[src/rtl/mips_muldiv_if.sv]
// Handshake/data bundle between the EX stage and the multiply/divide unit.
//  master : pipeline side, drives start/op/a/b/abort and the MTHI/MTLO write port,
//           observes busy/done/div_by_zero and the HI/LO registers.
//  slave  : the mips_muldiv_unit itself.
interface mips_muldiv_if #(
    parameter int WIDTH = 32
);
    logic             start;
    logic [1:0]       op;
    logic [WIDTH-1:0] a;
    logic [WIDTH-1:0] b;
    logic             abort;
    logic             hi_we;
    logic             lo_we;
    logic [WIDTH-1:0] wdata;
    logic             busy;
    logic             done;
    logic             div_by_zero;
    logic [WIDTH-1:0] hi;
    logic [WIDTH-1:0] lo;

    modport master (
        output start, op, a, b, abort, hi_we, lo_we, wdata,
        input  busy, done, div_by_zero, hi, lo
    );

    modport slave (
        input  start, op, a, b, abort, hi_we, lo_we, wdata,
        output busy, done, div_by_zero, hi, lo
    );
endinterface

[src/rtl/mips_muldiv_unit.sv]
// Iterative MULT/MULTU/DIV/DIVU unit owning the architectural HI/LO registers.
// One result bit per cycle; busy stalls the front of the pipe while an op runs.
//  clk, rst         : rising-edge clock, asynchronous active-high reset
//  bus.start/op/a/b : launch (op 00 MULTU, 01 MULT, 10 DIVU, 11 DIV), taken only when idle
//  bus.abort        : flush, cancels an in-flight op without touching HI/LO
//  bus.hi_we/lo_we/wdata : MTHI/MTLO, honoured only when idle and not starting
//  bus.busy/done/div_by_zero : status; done pulses one cycle when an op writes HI/LO
//  bus.hi/lo        : HI (product upper / remainder), LO (product lower / quotient)
module mips_muldiv_unit #(
    parameter int WIDTH = 32
) (
    input  logic         clk,
    input  logic         rst,
    mips_muldiv_if.slave bus
);
    localparam int CW = $clog2(WIDTH + 1);

    typedef enum logic [1:0] {IDLE, CALC, FIX} state_t;

    state_t           state;
    logic [CW-1:0]    count;
    // r:q is the working pair: product upper:lower for multiply,
    // partial remainder:dividend/quotient for divide.
    logic [WIDTH-1:0] r, q, m;
    logic [WIDTH-1:0] a_raw;     // kept for the divide-by-zero result
    logic             is_div;
    logic             neg_q;     // product / quotient must be negated
    logic             neg_r;     // remainder must be negated (dividend negative)

    logic [WIDTH-1:0] abs_a, abs_b;
    logic [WIDTH:0]   mul_sum, div_rs;
    logic [WIDTH-1:0] div_diff;
    logic             div_ge;
    logic [WIDTH-1:0] r_nxt, q_nxt;

    // Signed ops work on magnitudes; MIN_INT maps to 2^(WIDTH-1), which still
    // fits as an unsigned WIDTH-bit value.
    always_comb begin
        abs_a = (bus.op[0] && bus.a[WIDTH-1]) ? -bus.a : bus.a;
        abs_b = (bus.op[0] && bus.b[WIDTH-1]) ? -bus.b : bus.b;
    end

    always_comb begin
        // Multiply: conditionally add multiplicand to the upper half, then
        // shift the whole 2*WIDTH pair right, carry included.
        mul_sum  = {1'b0, r} + (q[0] ? {1'b0, m} : '0);
        // Restoring divide: shift the next dividend bit in and subtract when it fits.
        div_rs   = {r, q[WIDTH-1]};
        div_ge   = div_rs >= {1'b0, m};
        div_diff = div_rs[WIDTH-1:0] - m;   // only used when it fits, so the top bit is 0
        if (is_div) begin
            r_nxt = div_ge ? div_diff : div_rs[WIDTH-1:0];
            q_nxt = {q[WIDTH-2:0], div_ge};
        end else begin
            r_nxt = mul_sum[WIDTH:1];
            q_nxt = {mul_sum[0], q[WIDTH-1:1]};
        end
    end

    always_ff @(posedge clk or posedge rst) begin
        if (rst) begin
            state           <= IDLE;
            count           <= '0;
            r               <= '0;
            q               <= '0;
            m               <= '0;
            a_raw           <= '0;
            is_div          <= 1'b0;
            neg_q           <= 1'b0;
            neg_r           <= 1'b0;
            bus.busy        <= 1'b0;
            bus.done        <= 1'b0;
            bus.div_by_zero <= 1'b0;
            bus.hi          <= '0;
            bus.lo          <= '0;
        end else begin
            bus.done <= 1'b0;
            case (state)
                IDLE: begin
                    if (bus.start) begin
                        r               <= '0;
                        q               <= abs_a;
                        m               <= abs_b;
                        a_raw           <= bus.a;
                        is_div          <= bus.op[1];
                        neg_q           <= bus.op[0] & (bus.a[WIDTH-1] ^ bus.b[WIDTH-1]);
                        neg_r           <= bus.op[0] & bus.a[WIDTH-1];
                        count           <= CW'(WIDTH);
                        bus.busy        <= 1'b1;
                        bus.div_by_zero <= bus.op[1] && (bus.b == '0);
                        state           <= CALC;
                    end else begin
                        // MT writes lose to start; hazard logic never issues both.
                        if (bus.hi_we) bus.hi <= bus.wdata;
                        if (bus.lo_we) bus.lo <= bus.wdata;
                    end
                end
                CALC: begin
                    if (bus.abort) begin
                        bus.busy        <= 1'b0;
                        bus.div_by_zero <= 1'b0;
                        state           <= IDLE;
                    end else begin
                        r     <= r_nxt;
                        q     <= q_nxt;
                        count <= count - CW'(1);
                        if (count == CW'(1)) state <= FIX;
                    end
                end
                FIX: begin
                    // abort on this edge still wins: HI/LO keep their pre-op values
                    if (bus.abort) begin
                        bus.div_by_zero <= 1'b0;
                    end else begin
                        if (bus.div_by_zero) begin
                            bus.hi <= a_raw;
                            bus.lo <= '1;
                        end else if (is_div) begin
                            bus.hi <= neg_r ? -r : r;
                            bus.lo <= neg_q ? -q : q;
                        end else begin
                            {bus.hi, bus.lo} <= neg_q ? -{r, q} : {r, q};
                        end
                        bus.done <= 1'b1;
                    end
                    bus.busy <= 1'b0;
                    state    <= IDLE;
                end
                default: begin
                    bus.busy <= 1'b0;
                    state    <= IDLE;
                end
            endcase
        end
    end
endmodule

[src/flat_wrapper.sv]
// flat-port wrapper written by rule: the top's interface ports become plain ports
module mips_muldiv_unit_flat 
#(
    parameter int WIDTH = 32
)
  (clk, rst, bus_start, bus_op, bus_a, bus_b, bus_abort, bus_hi_we, bus_lo_we, bus_wdata, bus_busy, bus_done, bus_div_by_zero, bus_hi, bus_lo);
  mips_muldiv_if #(.WIDTH(WIDTH)) bus_i ();
  input  logic clk;
  input  logic rst;
  input wire logic [$bits(bus_i.start)-1:0] bus_start;
  input wire logic [$bits(bus_i.op)-1:0] bus_op;
  input wire logic [$bits(bus_i.a)-1:0] bus_a;
  input wire logic [$bits(bus_i.b)-1:0] bus_b;
  input wire logic [$bits(bus_i.abort)-1:0] bus_abort;
  input wire logic [$bits(bus_i.hi_we)-1:0] bus_hi_we;
  input wire logic [$bits(bus_i.lo_we)-1:0] bus_lo_we;
  input wire logic [$bits(bus_i.wdata)-1:0] bus_wdata;
  output wire logic [$bits(bus_i.busy)-1:0] bus_busy;
  output wire logic [$bits(bus_i.done)-1:0] bus_done;
  output wire logic [$bits(bus_i.div_by_zero)-1:0] bus_div_by_zero;
  output wire logic [$bits(bus_i.hi)-1:0] bus_hi;
  output wire logic [$bits(bus_i.lo)-1:0] bus_lo;
  assign bus_i.start = bus_start;
  assign bus_i.op = bus_op;
  assign bus_i.a = bus_a;
  assign bus_i.b = bus_b;
  assign bus_i.abort = bus_abort;
  assign bus_i.hi_we = bus_hi_we;
  assign bus_i.lo_we = bus_lo_we;
  assign bus_i.wdata = bus_wdata;
  assign bus_busy = bus_i.busy;
  assign bus_done = bus_i.done;
  assign bus_div_by_zero = bus_i.div_by_zero;
  assign bus_hi = bus_i.hi;
  assign bus_lo = bus_i.lo;
  mips_muldiv_unit #(.WIDTH(WIDTH)) u_core (.clk(clk), .rst(rst), .bus(bus_i));
endmodule
[config.mk]
export PLATFORM = sky130hd
export DESIGN_NAME = mips_muldiv_unit_flat
export DESIGN_NICKNAME = d
export VERILOG_FILES = /design/src/rtl/mips_muldiv_if.sv /design/src/rtl/mips_muldiv_unit.sv /design/src/flat_wrapper.sv
export SDC_FILE = /design/constraint.sdc
export NUM_CORES = 1
export LEC_CHECK = 0
export BUFFER_PORTS_ARGS = -buffer_cell sky130_fd_sc_hd__buf_2
export CAP_MARGIN = 10
export CORE_UTILIZATION = 35
export DETAILED_ROUTE_END_ITERATION = 7
export HOLD_SLACK_MARGIN = 0.1
export MAX_ROUTING_LAYER = met4
export SLEW_MARGIN = 20
export SYNTH_ARGS = -nofsm -noshare
export SYNTH_HDL_FRONTEND = slang
export SYNTH_SLANG_ARGS = --single-unit
[constraint.sdc]
create_clock -name clk -period 7.4 [get_ports clk]
set_clock_uncertainty 0.15 [all_clocks]
set_input_delay 0 -clock clk [delete_from_list [all_inputs] [get_ports clk]]
set_output_delay 0 -clock clk [all_outputs]
set_load 0.01 [all_outputs]
; Yosys cells after proc, flatten, opt, wreduce, memory -nomap -nowiden
; Cells that the tools add are included.
[op_classes]
n_addsub = 8
order_cmp = 1
n_eq_ne = 12
n_mux = 41
n_bitwise = 3
reduce_logical = 16
[op_table]
columns = operator, count
row1 = two-way mux 32 bit, 22
row2 = case mux 32 bit (2 select lines), 4
row3 = negator 32 bit, 4
row4 = two-way mux 64 bit, 1
row5 = negator 64 bit, 1
row6 = adder 32 x 33 -> 33 bit, 1
row7 = greater-or-equal comparator 33 x 32 -> 1 bit, 1
row8 = logical NOT 32 bit, 1
row9 = subtractor 32 bit, 1
row10 = "!= test 2 bit, second input constant", 7
row11 = two-way mux 6 bit, 2
row12 = case mux 6 bit (2 select lines), 1
row13 = AND reduction 4 bit, 2
row14 = "equality test 6 x 1 -> 1 bit, second input constant", 1
row15 = two-way mux 2 bit, 3
row16 = AND reduction 2 bit, 3
row17 = AND reduction 3 bit, 2
row18 = nonzero test 2 bit, 3
row19 = "subtractor 6 x 1 -> 6 bit, second input constant", 1
row20 = two-way mux 1 bit, 5
row21 = case mux 1 bit (2 select lines), 2
row22 = case mux 2 bit (2 select lines), 1
row23 = logical AND 1 bit, 3
row24 = "!= test 3 x 2 -> 1 bit, second input constant", 1
row25 = 7 further kinds, 8
[word_totals]
ff_bits = 206
inputBits = 104
output_inout_bits = 67

; Logic depth before layout (Yosys ltp)
; Gate-level depths: netlist of run 1.
[depth]
ltp_word = 6
mapped_depth = 14
depth_no_buf = 13

; Worst setup path after synthesis of run 1
; No wires, ideal clock.
[synth_path]
path_type = reg2reg
startpoint = register u_core.r[24]
endpoint = register u_core.r[24]
setup_time_ns = 0.126
arrival_time_ns = 3.352
required_ns = 7.124
slack_ns = 3.772
stages_incl_launch_ff = 14
path_buffers = 3
period_less_slack_ns = 3.628
cell_sequence = dfrtp_1 ha_1 buf_2 nand4_1 or4b_2 or4_1 o21ai_0 a21oi_1 o221a_2 clkbuf_1 buf_2 mux2i_1 nor2_1 a221o_1
[synth_between]
elab_chain_len = 5
elab_cells_between_ends = 6
cone_classes = add/sub (1) / order compare (1) / mux (4)
[synth_lines]
columns = element, line_no
row1 = "start, declared", mips_muldiv_unit.sv:24  ; logic [WIDTH-1:0] r, q, m;
row2 = "start signal, assigned", mips_muldiv_unit.sv:104  ; r <= r_nxt;
row3 = greater-or-equal comparator 33 x 32 -> 1 bit, mips_muldiv_unit.sv:49  ; div_ge = div_rs >= {1'b0, m};
row4 = two-way mux 32 bit, mips_muldiv_unit.sv:52  ; r_nxt = div_ge ? div_diff : div_rs[WIDTH-1:0];
row5 = two-way mux 32 bit (*), mips_muldiv_unit.sv:51  ; if (is_div) begin
row6 = two-way mux 32 bit (*), mips_muldiv_unit.sv:99  ; if (bus.abort) begin
row7 = case mux 32 bit (2 select lines) (*), mips_muldiv_unit.sv:78  ; case (state)
; Mark *: on every way between the ends. The rest lies on a longest branch, timed or not. The select of a mux whose other input is x is not followed.
; A chain may end at the register's enable or synchronous reset.

; Final worst setup path of run 1
[layout_path]
startpoint = register u_core.q[0]
endpoint = register u_core.r[30]
[layout_between]
elab_chain_len = 5
[layout_lines]
columns = element, line_no
row1 = "start, declared", mips_muldiv_unit.sv:24
row2 = "start signal, assigned", mips_muldiv_unit.sv:82  ; q <= abs_a;
row3 = "start signal, assigned", mips_muldiv_unit.sv:105  ; q <= q_nxt;
row4 = two-way mux 32 bit, mips_muldiv_unit.sv:46  ; mul_sum = {1'b0, r} + (q[0] ? {1'b0, m} : '0);
row5 = adder 32 x 33 -> 33 bit, mips_muldiv_unit.sv:46
row6 = two-way mux 32 bit, mips_muldiv_unit.sv:51
row7 = two-way mux 32 bit, mips_muldiv_unit.sv:99
row8 = case mux 32 bit (2 select lines), mips_muldiv_unit.sv:78
; No other way between the ends. The select of a mux whose other input is x is not followed.

==> impl_metrics.tcl, run 1 <==
set metrics [dict create \
    synth_fa_ha_area_share_pct 6.04 \
    worstPathRequired_ns 7.71 \
    cp.buffers_inverters 1 \
    ctsHoldBuffers 146 \
    synth_edf_count 0 \
    viasPerCell 5.58 \
    ff2ff_setup_slack_ns 3.03 \
    syn_area_um2 15800 \
    syn_inst 1960 \
    start_util_pct 35.6 \
    crit_path_frequent_cell "a21oi_1" \
    avgSynthCellArea_um2 8.06 \
    worstReg2RegStart "u_core.q[0]" \
    cp-start-kind "flip-flop" \
    antennaDiodeCount 0 \
    fin_util_pct 43.8 \
    clk_pin_slew_worst_paths_ns 0.06 \
    cpLargestDelayFamily "compound AO/OA/AOI/OAI gates" \
    cts_root_buffer "clkbuf_16" \
    power_leakage_nw 8.45 \
    finalHoldViolCount 0 \
    die_y_um 214 \
    ir_drop_uv 231 \
    end_kind "flip-flop" \
    wl_per_cell_um 18.8 \
    clkPwrFrac_pct 15.8 \
    p_int_mw 4.47 \
    outcome "completed" \
    cts_tree "done" \
    drt_iter0_markers 1454 \
    numClockSinks 206 \
    switching_share_pct 48.4 \
    layout-drive-gt1-share_pct 13.0 \
    globalRouteOverflowTotal 0 \
    die_w_um 214 \
    cts_resized 0 \
    clk_path_buf_depth 3 \
    seqPwrFrac_pct 25.9 \
    areaGrowthSynthToFinish_pct 23.0 \
    crit_fanout 31 \
    dp_slack_ns 3.10 \
    synth_xor_area_share_pct 9.82 \
    grtUsageTotal_pct 23.2 \
    postCtsSetupBuffers 0 \
    setup_viol 0 \
    synth-simple-area-share_pct 17.5 \
    wirelength_um 52900 \
    fin_crit_sh_pct 59.1 \
    ys_ff_latch 206 \
    crit_type "reg2reg" \
    final_nets 2378 \
    first_global_vias 14800 \
    die-area_um2 46000 \
    setup_tns_ns 0 \
    drv_cap 0 \
    pin_count 171 \
    regArea_um2 5160 \
    cellPowerDensity_nw_per_um2 446 \
    dp_hpwl_um 38700 \
    row_count 77 \
    core_area_um2 44300 \
    cp.depth 12 \
    p_total_mw 8.67 \
    clock.fmax_mhz 229 \
    synth_async_sr_flop_share_pct 100 \
    grt_max_degree 128 \
    reg2reg_depth 12 \
    finalWorstSetupSlack_ns 3.03 \
    antenna_left 0 \
    multiInputGateArea_um2 9940 \
    r2r-end "u_core.r[30]" \
    clk_latency_ns 0.58 \
    arrival_ns 4.68 \
    grt_setup_unrepaired "no" \
    slew-limit-headroom_pct 31.7 \
    layout_min_cycle_time_ns 4.37 \
    grt_pass1_wl_um 83400 \
    ys_seq_area_share_pct 32.6 \
    worst_pin_slew_ns 1.02 \
    pwr-share-comb_pct 58.3 \
    synthFlopType "dfrtp_1" \
    cpPeakStageDelay_ns 0.74 \
    crit_path_cell_trace "inv_1 -> nor2_1 -> ha_1 -> a21oi_1 -> o21ai_0 -> a22oi_1 -> nor4_1 -> o22a_1 -> a221oi_1 -> a21oi_1 -> mux2_2 -> a211oi_1" \
    hold_path_class "in2reg" \
    antenna_found_initial 1 \
    p_switching_mw 4.20 \
    synth_warnings 0 \
    synth_cell_types 73 \
    dr.pass1.iters 7 \
    drc 0 \
    crit_slowest_cell "inv_1" \
    num_vias 15700 \
    whs_endpoint "u_core.a_raw[3]" \
    routabilityCongestion 0.978 \
    synth_mux_area_share_pct 5.57 \
    syn_nets 2139 \
    htreeDepth 1 \
    min_path_cells 3 \
    slew_violations 0 \
    synth_top_family_by_area "compound AO/OA/AOI/OAI gates" \
    cts_buffers 27 \
    fill_cells 4523 \
    port_buffers 170 \
    synth_compound_area_share_pct 23.8 \
    holdWs_ns 0.121 \
    hold_path_startpoint "bus_a[3]" \
]
[cell usage in the layout, fill, tap and decap left out, types with 30 or more instances in the layout]
cell / count
o21ai_0: 266
inv_1: 68
mux2_2: 39
dlygate4sd3_1: 146
mux2i_1: 44
nand2_1: 253
dfrtp_1: 205
o22ai_1: 34
a21o_1: 30
a21oi_1: 136
ha_1: 72
nand3_1: 33
nor3_1: 41
buf_2: 170
xnor2_1: 112
nor2_1: 132
xor2_1: 65
[cell usage after synthesis (41+ instances only)]
cell type,n,share of area [%]
nand2_1,255,6.1
nor2_1,134,3.2
dfrtp_1,206,33
clkbuf_1,97,2.3
ha_1,73,5.8
inv_1,69,1.6
xnor2_1,112,6.2
a21oi_1,136,4.3
o21ai_0,266,8.4
xor2_1,65,3.6
mux2i_1,44,2.8
nor3_1,41,1.3
[worst min-delay path: cells and delay by family]
family / cells / cell delay [ns]
muxes: 1 / 0.15
buffers and inverters: 2 / 0.67
[how the worst max path moves through the flow]
stage,from,to,slack (ns)
finish,u_core.q[0],u_core.r[30],3.03
CTS,u_core.q[0],u_core.r[30],3.05
global route,u_core.q[0],u_core.r[30],2.75
floorplan,rst,u_core.a_raw[0],1.63
detailed placement,u_core.q[0],u_core.r[30],3.10
global placement,u_core.q[0],u_core.r[30],3.17
[power by group through the flow]
stage                     sequential [mW]  clock (mW)  combinational [mW]
after detailed placement             2.25           0                4.88
after global placement               2.23           0                4.84
after CTS                            2.23        1.40                4.99
after global routing                 2.33        1.43                5.55
after floorplan                      2.07           0                3.59
final                                2.25        1.37                5.06
[cell families (layout without fill, tap and decap cells)]
group / after synthesis / in the layout
compound gates: 628 / 628
simple gates: 603 / 603
flops: 206 / 206
buf+inv: 188 / 447
xor+xnor: 177 / 177
mux: 83 / 83
fa+ha+maj: 75 / 75
[per-layer routing]
metal | global-route usage [%] | vias to the layer above | share of wire (%)
li1 | - | 7504 | -
met1 | 32.7 | 7475 | 48
met2 | 35.5 | 618 | 44
met3 | 2.57 | 80 | 6.1
met4 | 5.21 | 0 | 2.3
met5 | - | - | 0
[through the flow]
stage          cells  area, um^2
2_1_floorplan   1960       15800
3_5_place_dp    2616       17000
4_1_cts         2811       19400
6_report        2811       19400
5_1_grt         2811       19400
3_3_place_gp    2616       17000
[flip-flops by register name, indices dropped and copies added (netlist names), 2 cells and up]
signal / count
u_core.a_raw: 32
u_core.bus.hi: 32
u_core.bus.lo: 32
u_core.count: 6
u_core.m: 32
u_core.q: 32
u_core.r: 32
u_core.state: 2
[area by class of cell]
type | instances | share of cell area, %
Multi-Input combinational cell | 1566 | 51.2
Sequential cell | 206 | 26.6
Timing Repair Buffer | 329 | 12.4
Clock buffer | 40 | 3.94
Tap cell | 592 | 3.81
Inverter | 69 | 1.37
Clock inverter | 9 | 0.722
Power figures use the tool's default switching activity.
==> run 2, diff against run 1 <==
clock period = 3.95 ns   (was 7.4 ns; I/O delays follow)
==> run 2 against run 1 <==
  * First-iteration DRC count is 23% lower
  * Worst setup slack worse by 2.8 ns
  * Sequential power is 82% higher
  * Largest cell class unchanged
  * Highest routed layer unchanged
==> impl_metrics.tcl, run 2 (synthesis results as in run 1) <==
set metrics [dict create \
    drv_cap 0 \
    fin_crit_sh_pct 94.6 \
    crit_type "reg2reg" \
    postCtsSetupBuffers 0 \
    dr.pass1.iters 7 \
    crit_fanout 10 \
    globalRouteOverflowTotal 0 \
    crit_path_frequent_cell "o21ai_0" \
    final_nets 2411 \
    final_cell_mix "266 x o21ai_0, 252 x nand2_1, 205 x dfrtp_1" \
    end_kind "flip-flop" \
    cp.buffers_inverters 0 \
    antenna_found_initial 0 \
    viasPerCell 5.47 \
    p_total_mw 16.5 \
    layout-drive-gt1-share_pct 15.0 \
    die_y_um 214 \
    grt_max_degree 115 \
    setup_tns_ns 0 \
    routabilityCongestion 0.929 \
    crit_path_cell_trace "or4_1 -> or4b_1 -> or4_1 -> nand2_2 -> o21ai_0 -> xnor2_1 -> o211ai_1 -> o21ai_0 -> o21ai_0" \
    cts_buffers 26 \
    die-area_um2 46000 \
    cpPeakStageDelay_ns 0.64 \
    min_path_cells 5 \
    top_layer "met4" \
    row_count 77 \
    hold_path_startpoint "bus_hi_we" \
    cts_tree "done" \
    pin_count 171 \
    htreeDepth 1 \
    hold_path_class "in2reg" \
    fill_cells 4422 \
    grt_setup_unrepaired "no" \
    wirelength_um 53500 \
    dp_hpwl_um 40400 \
    layout_commonest_cell "o21ai_0" \
    cts_root_buffer "clkbuf_16" \
    clk_path_buf_depth 3 \
    port_buffers 170 \
    m1WireLength_um 25600 \
    fin_util_pct 44.3 \
    clock.fmax_mhz 268 \
    cellPowerDensity_nw_per_um2 838 \
    crit_slowest_cell "or4_1" \
    antenna_left 0 \
    arrival_ns 4.03 \
    areaGrowthSynthToFinish_pct 24.4 \
    slew_violations 0 \
    reg2reg_depth 9 \
    layout_min_cycle_time_ns 3.74 \
    outcome "completed" \
    worstPathRequired_ns 4.24 \
    power_leakage_nw 8.62 \
    worstReg2RegStart "u_core.q[26]" \
    slew-limit-headroom_pct 33.9 \
    grt_pass1_wl_um 84900 \
    clk_pin_slew_worst_paths_ns 0.06 \
    antennaDiodeCount 0 \
    finalHoldViolCount 0 \
    cpLargestDelayFamily "simple AND/OR/NAND/NOR gates" \
    ff2ff_setup_slack_ns 0.21 \
    die_w_um 214 \
    start_util_pct 35.6 \
    r2r-end "u_core.bus.hi[25]" \
    drc 0 \
    drt_iter0_markers 1122 \
    wl_per_cell_um 18.8 \
    setup_viol 0 \
    holdWs_ns 0.120 \
    num_vias 15600 \
    core_area_um2 44300 \
    whs_endpoint "u_core.bus.hi[9]" \
    first_global_vias 15100 \
    wl_met3_um 3490 \
    numClockSinks 206 \
    dp_cells 2664 \
    grtUsageTotal_pct 23.6 \
    clk_latency_ns 0.56 \
    cp-start-kind "flip-flop" \
    ir_drop_uv 372 \
    instances_no_fill 2843 \
    met2WireLength_um 23400 \
    worst_pin_slew_ns 0.989 \
]
==> run 2: final cells by class <==
cell class / instances / area [um^2] / area share [%]
flip-flops and latches: 206 / 5160 / 26.3
well taps: 592 / 741 / 3.77
multi-input cells: 1566 / 9950 / 50.7
clock inverters: 8 / 106 / 0.541
inverters: 69 / 263 / 1.34
repair buffers: 363 / 2660 / 13.5
clock buffers: 39 / 769 / 3.92
==> run 2: worst max path at each step <==
stage,startpoint,end,slack (ns),depth (start not counted)
after floorplan,u_core.r[24],u_core.r[24],0.32,13
after global placement,u_core.q[0],u_core.bus.hi[25],0.08,10
after detailed placement,u_core.q[0],u_core.bus.hi[25],0.04,10
after CTS,u_core.q[26],u_core.bus.hi[25],0.12,9
after global routing,u_core.q[26],u_core.bus.hi[25],0.02,9
final,u_core.q[26],u_core.bus.hi[25],0.21,9
==> run 2: tightest hold or removal path, cell delays in order <==
cell and delay (ns):
buf_2 0.09, inv_1 0.05, o21ai_0 0.11, and3_1 0.34, a21oi_1 0.17
==> run 2: timing repair <==
item	4_1_cts	5_1_grt
gates resized for setup	1	3
cloned	0	0
endpoints found under the setup margin	1	7
endpoints found under the hold margin	377	0
hold buffers	132	0
==> run 2: where the power goes <==
part	total, mW	internal (mW)	switching, mW
Combinational	9.93	4.00	5.92
Sequential	4.09	3.10	0.993
Clock	2.44	1.47	0.970
==> run 2: per-layer routing <==
metal	track usage, %	up-vias
met5	-	-
met4	4.93	0
met3	3.06	70
met2	36.3	556
met1	33.0	7387
li1	-	7542
==> run 2: per-stage QoR <==
| stage | cell area (um^2) | worst slack [ns] |
|---|---|---|
| 3_3_place_gp | 17400 | 0.0817 |
| 3_5_place_dp | 17400 | 0.0441 |
| 4_1_cts | 19600 | 0.120 |
| 6_report | 19600 | 0.215 |
| 5_1_grt | 19600 | 0.0162 |
| 2_1_floorplan | 15800 | 0.322 |
==> run 3, diff against run 2 <==
REMOVE_ABC_BUFFERS = 1   (was unset)
==> run 3 against run 2 <==
  * Utilization increased by 0.34 points
  * Register-to-register slack got worse by 0.03 ns
  * Clock-buffer cell count shrank 1
  * Final cell count grew 0.81%
  * Highest routed layer unchanged
  * Worst setup slack worse by 0.029 ns
  * Via count grew 0.48%
  * Combinational power up 0.6%
==> impl_metrics.tcl, run 3 (synthesis results as in run 1) <==
set metrics [dict create \
    hold_path_class "in2reg" \
    port_buffers 170 \
    hold_path_startpoint "bus_op[1]" \
    cts_tree "done" \
    power_leakage_nw 8.72 \
    layout-drive-gt1-share_pct 15.7 \
    cts_root_buffer "clkbuf_16" \
    cellPowerDensity_nw_per_um2 829 \
    crit_fanout 11 \
    ff2ff_setup_slack_ns 0.19 \
    seqPwrFrac_pct 24.9 \
    final_cell_mix "266 x o21ai_0, 253 x nand2_1, 204 x dfrtp_1" \
    drv_cap 0 \
    layout_min_cycle_time_ns 3.76 \
    die-area_um2 46000 \
    routabilityCongestion 0.921 \
    arrival_ns 4.08 \
    pin_count 171 \
    cp-start-kind "flip-flop" \
    slew_violations 0 \
    postCtsSetupBuffers 0 \
    clk_latency_ns 0.54 \
    grtUsageTotal_pct 23.8 \
    worstPathRequired_ns 4.26 \
    instances_no_fill 2866 \
    num_vias 15600 \
    wirelength_um 54100 \
    worstReg2RegStart "u_core.m[27]" \
    clkPwrFrac_pct 14.2 \
    dp_cells 2687 \
    wl_per_cell_um 18.9 \
    slew-limit-headroom_pct 34.2 \
    row_count 77 \
    antenna_found_initial 0 \
    startpoint "u_core.m[27]" \
    finalHoldViolCount 0 \
    setup_viol 0 \
    p_int_mw 8.64 \
    first_global_vias 15200 \
    final_nets 2438 \
    drt_iter0_markers 1138 \
    numClockSinks 206 \
    crit_type "reg2reg" \
    clk_pin_slew_worst_paths_ns 0.06 \
    grt_max_degree 122 \
    fin_crit_sh_pct 95.3 \
    dr.pass1.iters 7 \
    antennaDiodeCount 0 \
    p_total_mw 16.4 \
    core_area_um2 44300 \
    layout_commonest_cell "o21ai_0" \
    start_util_pct 35.6 \
    dp_hpwl_um 40300 \
    end_kind "flip-flop" \
    p_switching_mw 7.78 \
    worst_pin_slew_ns 0.987 \
    ir_drop_uv 435 \
    areaGrowthSynthToFinish_pct 25.3 \
    viasPerCell 5.45 \
    grt_setup_unrepaired "no" \
    drc 0 \
    antenna_left 0 \
    outcome "completed" \
    die_y_um 214 \
    pwr-share-comb_pct 60.9 \
    switching_share_pct 47.4 \
    cts_buffers 26 \
    htreeDepth 1 \
    die_w_um 214 \
    grt_pass1_wl_um 85100 \
    clock.fmax_mhz 266 \
    globalRouteOverflowTotal 0 \
    clk_path_buf_depth 3 \
]
[run 3: changes by cell type in the layout (fill, tap and decap cells not counted), sizes merged]
cell / before / now
clkinvlp: 3 / 2
clkbuf: 39 / 38
clkinv: 4 / 2
buf: 231 / 254
bufinv: 2 / 1
inv: 68 / 69
dlygate4sd3: 132 / 136
[run 3: cell type report]
class / instances / area (um^2)
inverters: 69 / 267
well taps: 592 / 741
clock buffers: 38 / 757
fillers: 4390 / 24500
multi-input cells: 1566 / 9940
flip-flops and latches: 206 / 5160
clock inverters: 5 / 55.1
repair buffers: 390 / 2880
[run 3: critical path: stages (launching register included)]
cell	delay [ns]
dfrtp_1	0.34
inv_1	0.06
ha_1	0.40
nand4_1	0.23
or4b_2	0.72
or4_1	0.54
o21ai_0	0.19
a21oi_1	0.09
o221a_2	0.24
buf_4	0.22
a31oi_1	0.22
o21ai_0	0.14
a21oi_1	0.14
[run 3: worst paths after layout]
kind                                     end  cells past startpoint
max                             u_core.r[26]                     12
max reg2reg                     u_core.r[26]                     12
min                            u_core.is_div                      3
max in group asynchronous       u_core.m[24]                      5
min reg2reg                u_core.bus.lo[16]                      2
min in group asynchronous   u_core.bus.hi[1]                      4
[run 3: metrics by stage]
step | hold WS (ns) | TNS, ns | area (um^2) | utilization [%] | worst slack [ns]
2_1_floorplan | -0.0844 | -459.43 | 15300 | - | -1.91
3_3_place_gp | 0.0860 | 0 | 17600 | 39.7 | 0.308
3_5_place_dp | 0.0900 | 0 | 17600 | 39.7 | 0.212
4_1_cts | 0.102 | 0 | 19800 | 44.6 | 0.166
5_1_grt | 0.115 | 0 | 19800 | 44.7 | 0.00222
6_report | 0.113 | 0 | 19800 | 44.7 | 0.185
[run 3: what timing repair did]
item	in CTS	in global routing
gates resized for setup	0	1
hold buffers	136	0
endpoints found under the setup margin	0	1
hold endpoints to repair	287	0
[run 3: per-layer routing]
metal | part of all wire (%) | global-route usage (%)
met1 | 46 | 31.7
met5 | 0 | -
met3 | 6.2 | 3.49
met2 | 45 | 37.1
met4 | 2.8 | 7.79
[run 3: power by group through the flow]
stage	sequential, mW	clock [mW]	combinational [mW]
6_report	4.09	2.34	9.99
5_1_grt	4.22	2.48	11.0
4_1_cts	4.06	2.39	9.91
3_5_place_dp	4.09	0	9.69
3_3_place_gp	4.05	0	9.60
2_1_floorplan	4.13	0	6.28
